<file path="src/rtl/imem_pkg.sv">
// Shared types and constants for the instruction-memory responder.
package imem_pkg;

    typedef enum logic [1:0] {
        IMEM_IDLE,
        IMEM_WAIT,
        IMEM_RESP
    } imem_state_e;

    localparam logic [31:0] IMEM_ERR_DATA = 32'h0;

endpackage

</file>
<file path="src/rtl/imem_array.sv">
// Word storage for the fetch responder: synchronous write, combinational read.
module imem_array #(
    parameter int WORDS = 64
) (
    input  logic                     clk,
    input  logic                     we,
    input  logic [$clog2(WORDS)-1:0] widx,
    input  logic [31:0]              wdata,
    input  logic [$clog2(WORDS)-1:0] ridx,
    output logic [31:0]              rdata
);

    logic [31:0] mem [WORDS];

    // No reset: program words survive a core reset.
    always_ff @(posedge clk) begin
        if (we) begin
            mem[widx] <= wdata;
        end
    end

    assign rdata = mem[ridx];

endmodule

</file>
<file path="src/rtl/imem_responder.sv">
// Fetch-port responder: one request in flight, fixed latency, held response.
module imem_responder
    import imem_pkg::*;
#(
    parameter int WORDS   = 64,
    parameter int LATENCY = 2
) (
    input  logic                     clk,
    input  logic                     rst,
    input  logic                     req_valid,
    output logic                     req_ready,
    input  logic [31:0]              req_addr,
    output logic                     rsp_valid,
    input  logic                     rsp_ready,
    output logic [31:0]              rsp_data,
    output logic                     rsp_err,
    input  logic                     ld_we,
    input  logic [$clog2(WORDS)-1:0] ld_idx,
    input  logic [31:0]              ld_data,
    output logic                     busy
);

    localparam int IW = $clog2(WORDS);
    localparam int CW = $clog2(LATENCY + 1);

    imem_state_e state;
    imem_state_e state_nx;
    logic [CW-1:0] cnt;
    logic [CW-1:0] cnt_nx;
    logic [31:0]   addr_q;
    logic [31:0]   cap_addr;
    logic [IW-1:0] rd_idx;
    logic [31:0]   rd_data;
    logic          cap_err;
    logic          cap;
    logic          accept;

    assign accept    = (state == IMEM_IDLE) && req_valid;
    assign req_ready = (state == IMEM_IDLE);
    assign busy      = (state != IMEM_IDLE);

    // With LATENCY=1 the capture happens on the accept edge itself.
    assign cap_addr = (state == IMEM_IDLE) ? req_addr : addr_q;
    assign rd_idx   = cap_addr[IW+1:2];
    assign cap_err  = (cap_addr[1:0] != 2'b00) ||
                      (cap_addr[31:IW+2] != '0);

    imem_array #(
        .WORDS(WORDS)
    ) u_array (
        .clk  (clk),
        .we   (ld_we),
        .widx (ld_idx),
        .wdata(ld_data),
        .ridx (rd_idx),
        .rdata(rd_data)
    );

    always_comb begin
        state_nx = state;
        cnt_nx   = cnt;
        cap      = 1'b0;
        unique case (state)
            IMEM_IDLE: begin
                if (req_valid) begin
                    if (LATENCY == 1) begin
                        state_nx = IMEM_RESP;
                        cap      = 1'b1;
                    end else begin
                        state_nx = IMEM_WAIT;
                        cnt_nx   = CW'(LATENCY - 1);
                    end
                end
            end
            IMEM_WAIT: begin
                if (cnt <= CW'(1)) begin
                    state_nx = IMEM_RESP;
                    cnt_nx   = '0;
                    cap      = 1'b1;
                end else begin
                    cnt_nx = cnt - CW'(1);
                end
            end
            IMEM_RESP: begin
                if (rsp_ready) begin
                    state_nx = IMEM_IDLE;
                end
            end
            default: begin
                state_nx = IMEM_IDLE;
            end
        endcase
    end

    always_ff @(posedge clk) begin
        if (rst) begin
            state     <= IMEM_IDLE;
            cnt       <= '0;
            addr_q    <= '0;
            rsp_valid <= 1'b0;
            rsp_data  <= '0;
            rsp_err   <= 1'b0;
        end else begin
            state <= state_nx;
            cnt   <= cnt_nx;
            if (accept) begin
                addr_q <= req_addr;
            end
            if (cap) begin
                rsp_valid <= 1'b1;
                rsp_err   <= cap_err;
                rsp_data  <= cap_err ? IMEM_ERR_DATA : rd_data;
            end else if (state == IMEM_RESP && rsp_ready) begin
                rsp_valid <= 1'b0;
            end
        end
    end

endmodule

</file>
<file path="config.mk">
export PLATFORM = sky130hd
export DESIGN_NAME = imem_responder
export DESIGN_NICKNAME = d
export VERILOG_FILES = /design/src/rtl/imem_pkg.sv /design/src/rtl/imem_array.sv /design/src/rtl/imem_responder.sv
export SDC_FILE = /design/constraint.sdc
export NUM_CORES = 2
export LEC_CHECK = 0
export ABC_AREA = 1
export CORE_MARGIN = 1.5
export CORE_UTILIZATION = 51
export DETAILED_ROUTE_END_ITERATION = 10
export HOLD_SLACK_MARGIN = 0.15
export PLACE_DENSITY = 0.67
export SLEW_MARGIN = 20
export SYNTH_ARGS = -nofsm -noshare
export SYNTH_HDL_FRONTEND = slang
export SYNTH_SLANG_ARGS = --single-unit
</file>
<file path="constraint.sdc">
create_clock -name clk -period 14.35 [get_ports clk]
set_clock_uncertainty 0.2 [all_clocks]
set_input_delay 2.87 -clock clk [delete_from_list [all_inputs] [get_ports clk]]
set_output_delay 2.87 -clock clk [all_outputs]
set_load 0.02 [all_outputs]
</file>
==> impl_metrics.ini <==
[global_routing]
overflow = 0
antenna_violations_before_repair = 20
grt_use_total_pct = 29.39
grt_pass1_wl_um = 364200
grt_start_max_net_pins = 150
first_global_vias = 54490

[routing]
vias = 57970
post_drt_via_cell_ratio = 6.202
drt_pre_antenna_iters = 6
detail_route.drc_violations = 0
antenna_left = 0
routedWlPerCell_um = 26.80
postRouteWirelength_um = 250500
first_drt_iteration_drcs = 8613

[floorplan]
die-area_um2 = 168400
initial_utilization_pct = 51.36
fp.coreArea_um2 = 164800
num_rows = 149
fp.dieW_um = 410.4
fp.dieH_um = 410.4
io_pins = 111

[setup_path]
worst_ep_required_time_ns = 14.93
crit_path_start_kind = primary input
worstSetupPathType = primary input to flop
max_fanout_on_critical_path = 138
path_common_cell = sky130_fd_sc_hd__nand3_1
critical_path.top_delay_family = simple AND/OR/NAND/NOR gates
cp_slowest_cell = sky130_fd_sc_hd__nand2_8
cp_slowest_stage_delay_ns = 0.89
timing.critical_path.to_type = flop
worst_ep_arrival_time_ns = 7.88
critical_path.cell_chain = clkdlybuf4s50_1 -> nand2_8 -> nand2_8 -> buf_4 -> buf_4 -> nand2_1 -> nand3_1 -> nand3_1 -> nand3_1 -> nand3_1 -> nand3_1 -> nand3_1 -> nand2_1
worst-path-buf-inv = 3

[synthesis]
yosysTopAreaCell = sky130_fd_sc_hd__edfxtp_1
synth_sequential_area_ratio_pct = 74.32
synth_area_um2 = 84640
ys_ff_latch = 2118
synthesis.nets = 7064
synth-async-reset-ratio_pct = 0
synth_cells = 6989
synth.lib_cells_used.distinct = 26
number_of_enable_type_register_cells_in_the_synthesized_netlist = 2048
postSynthAreaPerCell_um2 = 12.11
synth_area_leaders = sky130_fd_sc_hd__edfxtp_1, sky130_fd_sc_hd__nand3_1, sky130_fd_sc_hd__nand2_1
yosysWarningCount = 0
ys.flop_type = sky130_fd_sc_hd__edfxtp_1
synth_largest_type_area_fraction_pct = 72.66

[timing]
finalCritPeriodShare_pct = 50.93
worst_slew_margin_rel_pct = 26.50
fmax_mhz = 136.8
hold_viol = 0
transition_at_the_pin_with_the_smallest_max_transition_slack_ns = 1.103
rsz0062_at_grt = false
final-setup-viol-count = 0
finalMaxSlewViolations = 0
fin_setup_tns_ns = 0
period_minus_slack_ns = 7.308

[status]
outcome = completed

[clocking]
cts_htree_levels = 4
clk_transition_reported_paths_ns = 0.06
cts_buffers = 207
cts_tree = done
maximum_clock_path_buffer_count = 3
holdBufCountCts = 0
cts_sinks = 2118
clk_root_buffer_cell = sky130_fd_sc_hd__clkbuf_16
postCtsSetupRepairBufs = 0
clk_latency_worst_skew_pair_ns = 0.85
ctsResizeCount = 0

[layout]
layout.core_utilization_pct = 57.51
regArea_um2 = 62900
n_fill_cell = 13060
drive_gt1_share_pct = 7.925
syn2layout_area_growth_pct = 11.98
fin_nets = 7050
fin_area_um2 = 94780
area_occupied_by_multi_input_gates_um2 = 20020

[power_and_ir_drop]
leakagePower_nw = 32.40
peakVddDrop_mv = 0.1367
cellPowerDensity_nw_per_um2 = 145.4

[placement]
dp.final_hpwl_um = 123600
io_buffers = 110
placed_area_um2 = 87910
gpl.final_weighted_congestion = 0.8537

[run]
max_cap_viol_count = 0

[worst_hold_path]
hp-class = flop to flop
==> power breakdown <==
part	switching [mW]	total, mW	internal [mW]
sequential	0.0141	6.84	6.83
clock	2.31	5.42	3.12
combinational	1.13	1.51	0.382
total	3.45	13.8	10.3
==> metal layers <==
metal | global-route usage (%) | wire length (µm) | up-vias
met3 | 5.766 | 31090 | 580
met4 | 10.03 | 9051 | 12
met1 | 41.21 | 95340 | 28410
met5 | 0 | 121 | -
met2 | 46.14 | 114900 | 3801
li1 | - | - | 25170
==> layout make-up <==
class	instances	share of cell area (%)
Tap cell	2189	2.890
Sequential cell	2118	66.36
Clock buffer	284	6.096
Inverter	25	0.1175
Clock inverter	105	1.076
Timing Repair Buffer	263	2.329
Antenna cell	3	0.007921
Multi-Input combinational cell	4360	21.12
==> final timing paths <==
| kind | from | to | slack (ns) | cells past startpoint |
|---|---|---|---|---|
| setup / recovery | req_addr[2] | rsp_data[6] | 7.04 | 13 |
| hold / removal | rsp_data[20] | rsp_data[20] | 0.25 | 2 |
| setup reg to reg | state[1] | rsp_data[6] | 8.47 | 13 |
| hold reg to reg | rsp_data[20] | rsp_data[20] | 0.25 | 2 |
==> tightest hold or removal path, cell delays in order, from the launching register on <==
cell,delay [ns]
sky130_fd_sc_hd__dfxtp_1,0.31
sky130_fd_sc_hd__nand2_1,0.06
sky130_fd_sc_hd__nand2_1,0.04
==> through the flow <==
stage	power (mW)	hold WS [ns]	cells	setup WS (ns)
final	13.78	0.2496	9347	7.042
after global routing	14.16	0.2851	9345	6.885
after CTS	13.78	0.2526	9343	7.064
after detailed placement	8.448	0.2391	8954	6.158
after global placement	8.429	0.2388	8954	6.166
after floorplan	7.899	0.2345	6989	7.150
==> cells in the final DEF, fill, tap and decap left out, types with 37 or more instances in the layout <==
| cell | instances |
|---|---|
| sky130_fd_sc_hd__buf_4 | 155 |
| sky130_fd_sc_hd__clkbuf_1 | 54 |
| sky130_fd_sc_hd__clkbuf_16 | 214 |
| sky130_fd_sc_hd__clkdlybuf4s50_1 | 78 |
| sky130_fd_sc_hd__clkinv_1 | 38 |
| sky130_fd_sc_hd__clkinv_2 | 37 |
| sky130_fd_sc_hd__dfxtp_1 | 70 |
| sky130_fd_sc_hd__edfxtp_1 | 2048 |
| sky130_fd_sc_hd__nand2_1 | 1903 |
| sky130_fd_sc_hd__nand3_1 | 2254 |
| sky130_fd_sc_hd__nor2_1 | 61 |
| sky130_fd_sc_hd__nor2_4 | 57 |
==> logic make-up (layout without fill, tap and decap cells) <==
group / count (synthesis) / after routing / share of synthesized area, %
AND/OR/NAND/NOR: 4315 / 4315 / 22.60
buffers and inverters: 511 / 677 / 2.784
other: 0 / 3 / 0
flip-flops: 2118 / 2118 / 74.32
AO/OA/AOI/OAI: 45 / 45 / 0.3045
==> cell usage after synthesis (4+ instances only) <==
cell	number
sky130_fd_sc_hd__dfxtp_1	70
sky130_fd_sc_hd__nand2_1	1905
sky130_fd_sc_hd__o21ai_0	29
sky130_fd_sc_hd__nor4_1	20
sky130_fd_sc_hd__buf_4	7
sky130_fd_sc_hd__buf_2	323
sky130_fd_sc_hd__nand3_1	2254
sky130_fd_sc_hd__nor2_1	117
sky130_fd_sc_hd__edfxtp_1	2048
sky130_fd_sc_hd__a211oi_1	6
sky130_fd_sc_hd__clkbuf_1	116
sky130_fd_sc_hd__inv_1	22
sky130_fd_sc_hd__nor3_1	4
sky130_fd_sc_hd__buf_1	39
sky130_fd_sc_hd__nand4_1	9
==> registers in the layout, summed over array words and instances (netlist names) <==
name	cells
addr_q	32
state	2
u_array.mem	2048
rsp_data	32
cnt	2
rsp_valid	1
rsp_err	1
No activity file was read; power rests on OpenSTA's default activity.
